--- config.mk ---
export PLATFORM = sky130hd
export DESIGN_NAME = ram_write_arbiter_flat
export DESIGN_NICKNAME = d
export VERILOG_FILES = /design/src/rtl/ram_pkg.sv /design/src/rtl/ram_write_arbiter_if.sv /design/src/rtl/rr_arbiter.sv /design/src/rtl/ram_write_arbiter.sv /design/src/flat_wrapper.sv
export SDC_FILE = /design/constraint.sdc
export NUM_CORES = 1
export LEC_CHECK = 0
export ABC_AREA = 1
export BUFFER_PORTS_ARGS = -buffer_cell sky130_fd_sc_hd__buf_4
export CORE_MARGIN = 2
export CORE_UTILIZATION = 45
export CTS_BUF_LIST = sky130_fd_sc_hd__clkbuf_4 sky130_fd_sc_hd__clkbuf_8
export CTS_CLUSTER_SIZE = 40
export DETAILED_ROUTE_END_ITERATION = 7
export PLACE_DENSITY = 0.8
export SLEW_MARGIN = 20
export SYNTH_ARGS = -nofsm -noshare
export SYNTH_HDL_FRONTEND = slang
export SYNTH_SLANG_ARGS = --single-unit
--- constraint.sdc ---
create_clock -name clk_i -period 2.8 [get_ports clk_i]
set_input_delay 0.56 -clock clk_i [delete_from_list [all_inputs] [get_ports clk_i]]
set_output_delay 0.56 -clock clk_i [all_outputs]
set_load 0.1 [all_outputs]
--- src/rtl/ram_pkg.sv ---
// Purpose : shared types and the round-robin pick helper for the ping-pong sample buffer arbiters.
// Latency : n/a (types, constants and a pure function only).
// Backpr. : n/a.
// Contents: SAMPLE_W default sample width, sample_t, state_e (output stage FSM), rr_pick_t, rr_pick().
package ram_pkg;

  localparam int SAMPLE_W = 32;
  // Upper bound on requesters; rr_pick works on a fixed-width view of the request vector.
  localparam int MAX_REQ  = 8;

  typedef logic signed [SAMPLE_W-1:0] sample_t;

  typedef enum logic {
    ST_EMPTY = 1'b0,
    ST_FULL  = 1'b1
  } state_e;

  typedef struct packed {
    logic       found;
    logic [2:0] idx;
  } rr_pick_t;

  // First set bit of valid[n-1:0], scanning ptr, ptr+1, ... modulo n.
  function automatic rr_pick_t rr_pick(input logic [MAX_REQ-1:0] valid,
                                       input logic [2:0]         ptr,
                                       input int                 n);
    rr_pick_t res;
    int       k;
    res = '0;
    for (int i = 0; i < MAX_REQ; i++) begin
      k = int'(ptr) + i;
      if (k >= n) k = k - n;
      if (i < n && !res.found && valid[k[2:0]]) begin
        res.found = 1'b1;
        res.idx   = k[2:0];
      end
    end
    return res;
  endfunction

endpackage

--- src/rtl/ram_write_arbiter_if.sv ---
// Purpose : request/write-port bundle between NUM_REQ sample producers, the arbiter and the buffer write port.
// Latency : n/a (wires only).
// Backpr. : req_ready_o back-pressures producers; wr_ready_i back-pressures the arbiter output stage.
// Modports: master = arbiter side (drives req_ready_o, wr_*_o); slave = producers + buffer side.
interface ram_write_arbiter_if
  import ram_pkg::*;
#(
  parameter  int WIDTH   = SAMPLE_W,
  parameter  int NUM_REQ = 4,
  localparam int CH_W    = $clog2(NUM_REQ)
);

  logic [NUM_REQ*WIDTH-1:0] req_data_i;
  logic [NUM_REQ-1:0]       req_valid_i;
  logic [NUM_REQ-1:0]       req_ready_o;
  logic signed [WIDTH-1:0]  wr_data_o;
  logic                     wr_valid_o;
  logic                     wr_ready_i;
  logic [CH_W-1:0]          wr_ch_o;
  logic                     buffer_ready_i;

  modport master (
    input  req_data_i, req_valid_i, wr_ready_i, buffer_ready_i,
    output req_ready_o, wr_data_o, wr_valid_o, wr_ch_o
  );

  modport slave (
    output req_data_i, req_valid_i, wr_ready_i, buffer_ready_i,
    input  req_ready_o, wr_data_o, wr_valid_o, wr_ch_o
  );

endinterface

--- src/rtl/rr_arbiter.sv ---
// Purpose : combinational round-robin priority rotation starting at ptr_i; shared by write and read sides.
// Latency : 0 cycles (purely combinational).
// Backpr. : none; caller qualifies gnt_o with its own load condition.
// Ports   : req_i requests, ptr_i first index to scan, gnt_o one-hot grant, idx_o winner index, vld_o any request.
module rr_arbiter
  import ram_pkg::*;
#(
  parameter  int NUM_REQ = 4,
  localparam int CH_W    = $clog2(NUM_REQ)
) (
  input  logic [NUM_REQ-1:0] req_i,
  input  logic [CH_W-1:0]    ptr_i,
  output logic [NUM_REQ-1:0] gnt_o,
  output logic [CH_W-1:0]    idx_o,
  output logic               vld_o
);

  logic [MAX_REQ-1:0] req_ext;
  rr_pick_t           pick;

  always_comb begin
    req_ext                = '0;
    req_ext[NUM_REQ-1:0]   = req_i;
    pick                   = rr_pick(req_ext, 3'(ptr_i), NUM_REQ);
    idx_o                  = pick.idx[CH_W-1:0];
    vld_o                  = pick.found;
    for (int k = 0; k < NUM_REQ; k++) begin
      gnt_o[k] = pick.found && (int'(pick.idx) == k);
    end
  end

endmodule

--- src/rtl/ram_write_arbiter.sv ---
// Purpose : round-robin share of the ping-pong buffer write port between NUM_REQ producers, with channel ID.
// Latency : 1 cycle from req handshake to wr_valid_o; 1 sample/cycle sustained while wr_ready_i=1.
// Backpr. : wr_ready_i=0 while FULL stalls all requesters (req_ready_o=0); output holds stable, nothing dropped.
// Ports   : clk_i, rst_ni (async active-low), bus (ram_write_arbiter_if.master),
//           grant_cnt_o [NUM_REQ*16] per-requester grant counts, present only with RAM_ARB_GRANT_CNT_EN.
module ram_write_arbiter
  import ram_pkg::*;
#(
  parameter  int WIDTH   = SAMPLE_W,
  parameter  int NUM_REQ = 4,
  localparam int CH_W    = $clog2(NUM_REQ)
) (
  input  logic                  clk_i,
  input  logic                  rst_ni,
  ram_write_arbiter_if.master   bus
`ifdef RAM_ARB_GRANT_CNT_EN
  ,
  output logic [NUM_REQ*16-1:0] grant_cnt_o
`endif
);

  state_e                  state_q, state_d;
  logic signed [WIDTH-1:0] data_q, data_d;
  logic [CH_W-1:0]         ch_q, ch_d;
  logic [CH_W-1:0]         ptr_q, ptr_d;

  logic [NUM_REQ-1:0]      arb_gnt;
  logic [CH_W-1:0]         arb_idx;
  logic                    arb_vld;
  logic                    load_en;
  logic                    grant;

  rr_arbiter #(.NUM_REQ(NUM_REQ)) u_rr (
    .req_i (bus.req_valid_i),
    .ptr_i (ptr_q),
    .gnt_o (arb_gnt),
    .idx_o (arb_idx),
    .vld_o (arb_vld)
  );

  always_comb begin
    state_d = state_q;
    data_d  = data_q;
    ch_d    = ch_q;
    ptr_d   = ptr_q;
    load_en = (state_q == ST_EMPTY) || bus.wr_ready_i;
    // rst_ni gating keeps req_ready_o low while reset is held, even though state_q already reads EMPTY.
    grant   = load_en && arb_vld && rst_ni;

    if (grant) begin
      state_d = ST_FULL;
      data_d  = bus.req_data_i[arb_idx*WIDTH +: WIDTH];
      ch_d    = arb_idx;
      ptr_d   = (arb_idx == CH_W'(NUM_REQ-1)) ? '0 : arb_idx + 1'b1;
    end else if (state_q == ST_FULL && bus.wr_ready_i) begin
      state_d = ST_EMPTY;
    end

    // A buffer swap realigns to channel 0; the grant in the same cycle already used the old pointer.
    if (bus.buffer_ready_i) begin
      ptr_d = '0;
    end
  end

  always_ff @(posedge clk_i or negedge rst_ni) begin
    if (!rst_ni) begin
      state_q <= ST_EMPTY;
      data_q  <= '0;
      ch_q    <= '0;
      ptr_q   <= '0;
    end else begin
      state_q <= state_d;
      data_q  <= data_d;
      ch_q    <= ch_d;
      ptr_q   <= ptr_d;
    end
  end

  assign bus.req_ready_o = grant ? arb_gnt : '0;
  assign bus.wr_valid_o  = (state_q == ST_FULL);
  assign bus.wr_data_o   = data_q;
  assign bus.wr_ch_o     = ch_q;

`ifdef RAM_ARB_GRANT_CNT_EN
  logic [15:0] cnt_q [NUM_REQ];
  logic [15:0] cnt_d [NUM_REQ];

  // Counts restart per buffer; a grant in the swap cycle belongs to the new buffer, hence the load of 1.
  always_comb begin
    for (int k = 0; k < NUM_REQ; k++) begin
      cnt_d[k] = cnt_q[k];
      if (bus.buffer_ready_i) begin
        cnt_d[k] = (grant && int'(arb_idx) == k) ? 16'd1 : 16'd0;
      end else if (grant && int'(arb_idx) == k && cnt_q[k] != 16'hFFFF) begin
        cnt_d[k] = cnt_q[k] + 16'd1;
      end
    end
  end

  always_ff @(posedge clk_i or negedge rst_ni) begin
    if (!rst_ni) begin
      for (int k = 0; k < NUM_REQ; k++) cnt_q[k] <= '0;
    end else begin
      for (int k = 0; k < NUM_REQ; k++) cnt_q[k] <= cnt_d[k];
    end
  end

  always_comb begin
    grant_cnt_o = '0;
    for (int k = 0; k < NUM_REQ; k++) grant_cnt_o[k*16 +: 16] = cnt_q[k];
  end
`endif

endmodule

--- src/flat_wrapper.sv ---
// flat-port wrapper written by rule: the top's interface ports become plain ports
module ram_write_arbiter_flat import ram_pkg::*;
#(
  parameter  int WIDTH   = SAMPLE_W,
  parameter  int NUM_REQ = 4,
  localparam int CH_W    = $clog2(NUM_REQ)
)
  (clk_i, rst_ni, bus_req_data_i, bus_req_valid_i, bus_wr_ready_i, bus_buffer_ready_i, bus_req_ready_o, bus_wr_data_o, bus_wr_valid_o, bus_wr_ch_o);
  ram_write_arbiter_if #(.WIDTH(WIDTH), .NUM_REQ(NUM_REQ)) bus_i ();
  input  logic clk_i;
  input  logic rst_ni;
  input wire logic [$bits(bus_i.req_data_i)-1:0] bus_req_data_i;
  input wire logic [$bits(bus_i.req_valid_i)-1:0] bus_req_valid_i;
  input wire logic [$bits(bus_i.wr_ready_i)-1:0] bus_wr_ready_i;
  input wire logic [$bits(bus_i.buffer_ready_i)-1:0] bus_buffer_ready_i;
  output wire logic [$bits(bus_i.req_ready_o)-1:0] bus_req_ready_o;
  output wire logic [$bits(bus_i.wr_data_o)-1:0] bus_wr_data_o;
  output wire logic [$bits(bus_i.wr_valid_o)-1:0] bus_wr_valid_o;
  output wire logic [$bits(bus_i.wr_ch_o)-1:0] bus_wr_ch_o;
  assign bus_i.req_data_i = bus_req_data_i;
  assign bus_i.req_valid_i = bus_req_valid_i;
  assign bus_i.wr_ready_i = bus_wr_ready_i;
  assign bus_i.buffer_ready_i = bus_buffer_ready_i;
  assign bus_req_ready_o = bus_i.req_ready_o;
  assign bus_wr_data_o = bus_i.wr_data_o;
  assign bus_wr_valid_o = bus_i.wr_valid_o;
  assign bus_wr_ch_o = bus_i.wr_ch_o;
  ram_write_arbiter #(.WIDTH(WIDTH), .NUM_REQ(NUM_REQ)) u_core (.clk_i(clk_i), .rst_ni(rst_ni), .bus(bus_i));
endmodule
Yosys cells after proc, flatten, opt, wreduce, memory -nomap -nowiden
Cells that the tools add are included.
{ "totals": {"regBits": 37, "inputBits": 136, "output_inout_bits": 39, "word_cells": 65} }
{ "op_classes": {"n_addsub": 8, "magnitude_cmp": 8, "eq_ne": 4, "shifts": 1, "mux": 22, "bitwise_logic": 1, "reduce_logical": 17} }
{ "ops": {"columns": ["operator", "count"], "rows": [
  ["$shiftx A128 B8 Y32", 1],
  ["$mux W4", 5],
  ["$lt A3 B4 Y1 const B", 4],
  ["$bmux W1 S3", 4],
  ["$mux W3", 4],
  ["$logic_and A1 B1 Y1", 10],
  ["$ge A3 B3 Y1 const B", 3],
  ["$sub A3 B3 Y3 const B", 3],
  ["$add A2 B2 Y3 const B", 2],
  ["$eq A3 B3 Y1 const B", 2],
  ["$mux W1", 6],
  ["$mux W2", 3],
  ["$reduce_bool A2 Y1", 2],
  ["$add A2 B1 Y3 const B", 1],
  ["$eq A3 B2 Y1 const B", 1],
  ["$ge A2 B3 Y1 const B", 1],
  ["$logic_not A1 Y1", 3],
  ["$logic_not A3 Y1", 1],
  ["$sub A2 B3 Y3 const B", 1],
  ["$add A2 B1 Y2 const B", 1],
  ["$eq A2 B2 Y1 const B", 1],
  ["$logic_or A1 B1 Y1", 1],
  ["$not A1 Y1", 1]
]} }

Depth between registers and ports, before layout
{ "logic_depth": {"ltp_word": 18, "mapped_depth": 16} }

Hierarchy
A second synthesis with hierarchy kept.
{ "unflattened": {"hier_cells": 619, "hier_area_um2": 3439.5} }
{ "by_module_without_submodules": {"columns": ["mod", "n_inst", "cells_per_inst", "area_each_um2", "seq_area_each_um2"], "rows": [
  ["ram_write_arbiter", 1, 541, 3031.7, 925.9],
  ["rr_arbiter", 1, 78, 407.9, 0.0]
]} }

Worst setup path before layout
Ideal clock, no wire load.
{ "synth_timing": {"kind": "register -> output", "startpoint": "reg u_core.ptr_q[0]", "endpoint": "out bus_req_ready_o[0]", "arrival_time_ns": 3.797, "required_time_ns": 2.240, "path_slack_ns": -1.557, "stages_incl_launch_ff": 13, "cell_sequence": "dfrtp_1 inv_2 ha_1 inv_1 nand3_1 nand2_2 nand2_1 nand2_1 nand2_1 nand3_2 buf_2 inv_1 nor3_1"} }
{ "synth_via": {"elab_chain_len": 17, "elab_cells_between_ends": 38, "classes_between": "add/sub (7); order compare (4); mux (17); reduce/logical (10)"} }
{ "synth_lines": {"columns": ["item", "line_no", "text"], "rows": [
  ["start, declared", "ram_write_arbiter.sv:25", "logic [CH_W-1:0] ptr_q, ptr_d;"],
  ["start signal, assigned", "ram_write_arbiter.sv:75", "ptr_q <= ptr_d;"],
  ["parallel branches: the longest is 13 deep, another holds $add A2 B1 Y3", null, null],
  ["$mux W4 *", "ram_pkg.sv:33", "if (i < n && !res.found && valid[k[2:0]]) begin"],
  ["$logic_not A3 Y1 / $logic_and A1 B1 Y1 (equally long branches)", "rr_arbiter.sv:28, ram_write_arbiter.sv:48", null],
  ["$logic_and A1 B1 Y1, on equally long branches", "rr_arbiter.sv:28, ram_write_arbiter.sv:48", null],
  ["$mux W4 *", "ram_write_arbiter.sv:79", "assign bus.req_ready_o = grant ? arb_gnt : '0;"],
  ["end, declared", "flat_wrapper.sv:16", "output wire logic [$bits(bus_i.req_ready_o)-1:0] bus_req_ready_o;"]
]} }
Every way passes the cells marked *. The select of a mux whose other input is x is not followed.

Worst setup path in the final report
{ "layout_timing": {"startpoint": "reg u_core.ptr_q[0]", "endpoint": "out bus_req_ready_o[1]"} }
{ "layout_via": {"elab_chain_len": 17, "elab_cells_between_ends": 38, "classes_between": "add/sub (7); order compare (4); eq/ne (1); mux (17); reduce/logical (9)"} }
{ "layout_lines": {"columns": ["item", "line_no"], "rows": [
  ["parallel branches: the longest is 13 deep, another holds $add A2 B1 Y3", null],
  ["$mux W4 *", "ram_pkg.sv:33"],
  ["$eq A3 B2 Y1 / $logic_and A1 B1 Y1 (equally long branches)", "rr_arbiter.sv:28, ram_write_arbiter.sv:48"],
  ["$logic_and A1 B1 Y1, on equally long branches", "rr_arbiter.sv:28, ram_write_arbiter.sv:48"],
  ["$mux W4 *", "ram_write_arbiter.sv:79"]
]} }
Marks and branches as above.

==> results.json <==
{
  "via_per_inst": 5.131,
  "worst_pin_slew_ns": 0.6735,
  "synth_compound_area_share_pct": 1.196,
  "crit_path_max_fanout": 6,
  "leakage_nw": 3.079,
  "cts_sinks": 37,
  "stdcell_count": 842,
  "yosysSeqAreaShare_pct": 27.66,
  "yosys.cell_types.count": 25,
  "core_um2": 7214,
  "synth_xor_area_share_pct": 0,
  "insertedDiodeCount": 0,
  "drive_gt1_share_pct": 33.92,
  "crit-reg2reg-launch": "u_core.ptr_q[0]$_DFFE_PN0P_",
  "drcViolationCount": 0,
  "fmax_mhz": 356.0,
  "worstSetupPathType": "reg2out",
  "startpoint_type": "register",
  "cts_hold_buf": 0,
  "grt_max_degree": 65,
  "rows": 31,
  "relSlewSlack_pct": 55.10,
  "reg2regPathDepth": 14,
  "r2r_end": "u_core.bus.wr_data_o[16]$_DFFE_PN0P_",
  "use_met3_pct": 5.365,
  "dp.cells": 818,
  "port_buffers": 174,
  "comb_power_share_pct": 78.8,
  "drt_iter0_drc": 191,
  "die_area_um2": 8143,
  "top_usage_layer": "met2",
  "status": "finished with violations",
  "switching_share_pct": 62.89,
  "skew_ns": 0.008375,
  "slew_viol_final": 0,
  "grt_use_met1_pct": 31.76,
  "clock-root-buffer": "clkbuf_8",
  "rsz0062_at_grt": "true",
  "fp.dieH_um": 90.24,
  "ioPinCount": 175,
  "area_growth_pct": 51.51,
  "mostFrequentLayoutCells": "nand2_1 (270), buf_4 (197), inv_1 (71)",
  "cp.required_ns": 2.24,
  "gp_congestion": 0.9492,
  "p_seq_share_pct": 14.5,
  "drv_cap": 0,
  "intPower_mw": 2.301,
  "fin_ws_ns": -0.009341,
  "nets": 882,
  "synth_area_per_cell_um2": 5.841,
  "tritoncts": "yes",
  "peakVddDrop_v": 0.0006104,
  "wirelength_um": 11290,
  "period_share_pct": 100.3,
  "die_w_um": 90.24,
  "track_usage_pct": 26.10,
  "synthCells": 573,
  "syn-num-nets": 713,
  "setup_viol": 3,
  "vias": 4320,
  "wl_per_cell_um": 13.41,
  "hold_path.class": "in2async",
  "utilization_pct": 70.29,
  "ys_ff_latch": 37,
  "synthAdderAreaFrac_pct": 1.495,
  "power.density_nw_per_um2": 1223,
  "place_area_um2": 4711,
  "rrSetupSlack_ns": 0.39,
  "grt_overflow_total": 0,
  "power_switching_mw": 3.900,
  "start_util_pct": 46.39,
  "worst_ep_arrival_time_ns": 2.25,
  "numCtsBuffers": 5,
  "antenna_found_initial": 0,
  "synthMuxAreaShare_pct": 0,
  "endpoint_kind": "output port",
  "netlist_area_um2": 3347,
  "final_common_cell": "nand2_1",
  "cts_max_path_buffers": 2,
  "path_clk_slew_ns": 0.08,
  "holdWs_ns": 0.3290,
  "finalHoldViolCount": 0,
  "drtPass1Iterations": 5,
  "period_minus_slack_ns": 2.809,
  "ys_warn_count": 0,
  "synth_top_family_by_area": "simple AND/OR/NAND/NOR gates",
  "p_clk_share_pct": 6.7,
  "violations": "negative setup slack",
  "ant_nets": 0,
  "yosys.area_share.simple_pct": 53.50,
  "design_area_um2": 5071,
  "power_mw": 6.200,
  "grt_pass1_wl_um": 17860,
  "grt_pass1_vias": 4005,
  "dpl.hpwl_um": 7563,
  "gr-usage-met2_pct": 44.11,
  "htree_levels": 2,
  "worst_skew_pair.late_latency_ns": 0.29
}
[sequential cells by signal, summed over array words and instances, names as in the netlist]
signal / count
u_core.ptr_q: 2
u_core.bus.wr_ch_o: 2
u_core.bus.wr_valid_o: 1
u_core.bus.wr_data_o: 32
[final cells by class]
class	instances	area (um2)
inverter	80	311.5
tap	99	123.9
timing repair buffer	203	1573
clock buffer	7	96.34
clock inverter	1	5.005
sequential	37	927.1
fill	631	2143
multi-input combinational	415	2034
[critical path, stage by stage, from the launching register on]
cell        delay [ns]
dfrtp_2           0.44
inv_4             0.10
buf_4             0.13
nand2_2           0.07
and2_1            0.14
o21ai_0           0.19
nand2_1           0.09
o21ai_1           0.09
inv_1             0.08
nand2_2           0.15
inv_4             0.07
nand3b_1          0.13
clkinvlp_4        0.11
buf_12            0.17
[stage by stage]
stage / TNS, ns / setup slack [ns]
4_1_cts: 0 / 0.001021
3_3_place_gp: 0 / 0.1351
2_1_floorplan: -0.2137 / -0.1197
5_1_grt: -0.4841 / -0.1609
3_5_place_dp: -0.002668 / -0.002668
6_report: -0.01604 / -0.009341
[how the worst max path moves through the flow]
stage	slack [ns]	endpoint	startpoint
after floorplan	-0.12	bus_req_ready_o[3]	u_core.ptr_q[0]$_DFFE_PN0P_
after global placement	0.14	bus_req_ready_o[2]	bus_req_valid_i[3]
after detailed placement	-0.003	bus_req_ready_o[2]	bus_req_valid_i[1]
after CTS	0.001	bus_req_ready_o[1]	u_core.ptr_q[0]$_DFFE_PN0P_
after global routing	-0.16	bus_req_ready_o[1]	u_core.ptr_q[0]$_DFFE_PN0P_
final	-0.009	bus_req_ready_o[1]	u_core.ptr_q[0]$_DFFE_PN0P_
[power by group through the flow]
| stage | clock network (mW) | logic, mW | registers, mW |
|---|---|---|---|
| finish | 0.414 | 4.88 | 0.902 |
| global route | 0.449 | 5.24 | 0.936 |
| CTS | 0.425 | 4.71 | 0.900 |
| detailed placement | 0 | 4.61 | 0.915 |
| global placement | 0 | 4.54 | 0.909 |
| floorplan | 0 | 2.06 | 2.55 |
[metal layers]
| layer | share of wire [%] | up-vias |
|---|---|---|
| met2 | 50 | 217 |
| met5 | 0 | - |
| met1 | 39 | 1930 |
| met3 | 7.9 | 43 |
| li1 | - | 2130 |
| met4 | 3.6 | 0 |
[Yosys cell counts, drive strengths merged]
cell,count,area share (%)
a211oi,1,0.22
a21oi,1,0.15
and2,1,0.19
buf,39,7.0
clkbuf,2,0.22
dfrtp,37,28
ha,4,1.5
inv,80,9.0
nand2,283,32
nand3,45,7.2
nand3b,2,0.45
nand4,65,12
nor2,5,0.56
nor3,3,0.60
o21ai,4,0.60
o21bai,1,0.22
[cell families after synthesis]
logic type / count (synthesis)
AND/OR/NAND/NOR: 404
buffers and inverters: 121
flip-flops: 37
AO/OA/AOI/OAI: 7
adder cells (fa/ha/maj): 4
[timing repair]
| action | 4_1_cts | 5_1_grt |
|---|---|---|
| cloned | 0 | 0 |
| endpoints found under the setup margin | 4 | 4 |
| buffers inserted | 10 | 6 |
| pin swaps | 2 | 12 |
| resized for setup | 8 | 26 |
| hold endpoints to repair | 0 | 0 |
Note: power is estimated with default switching activity, not from simulation.
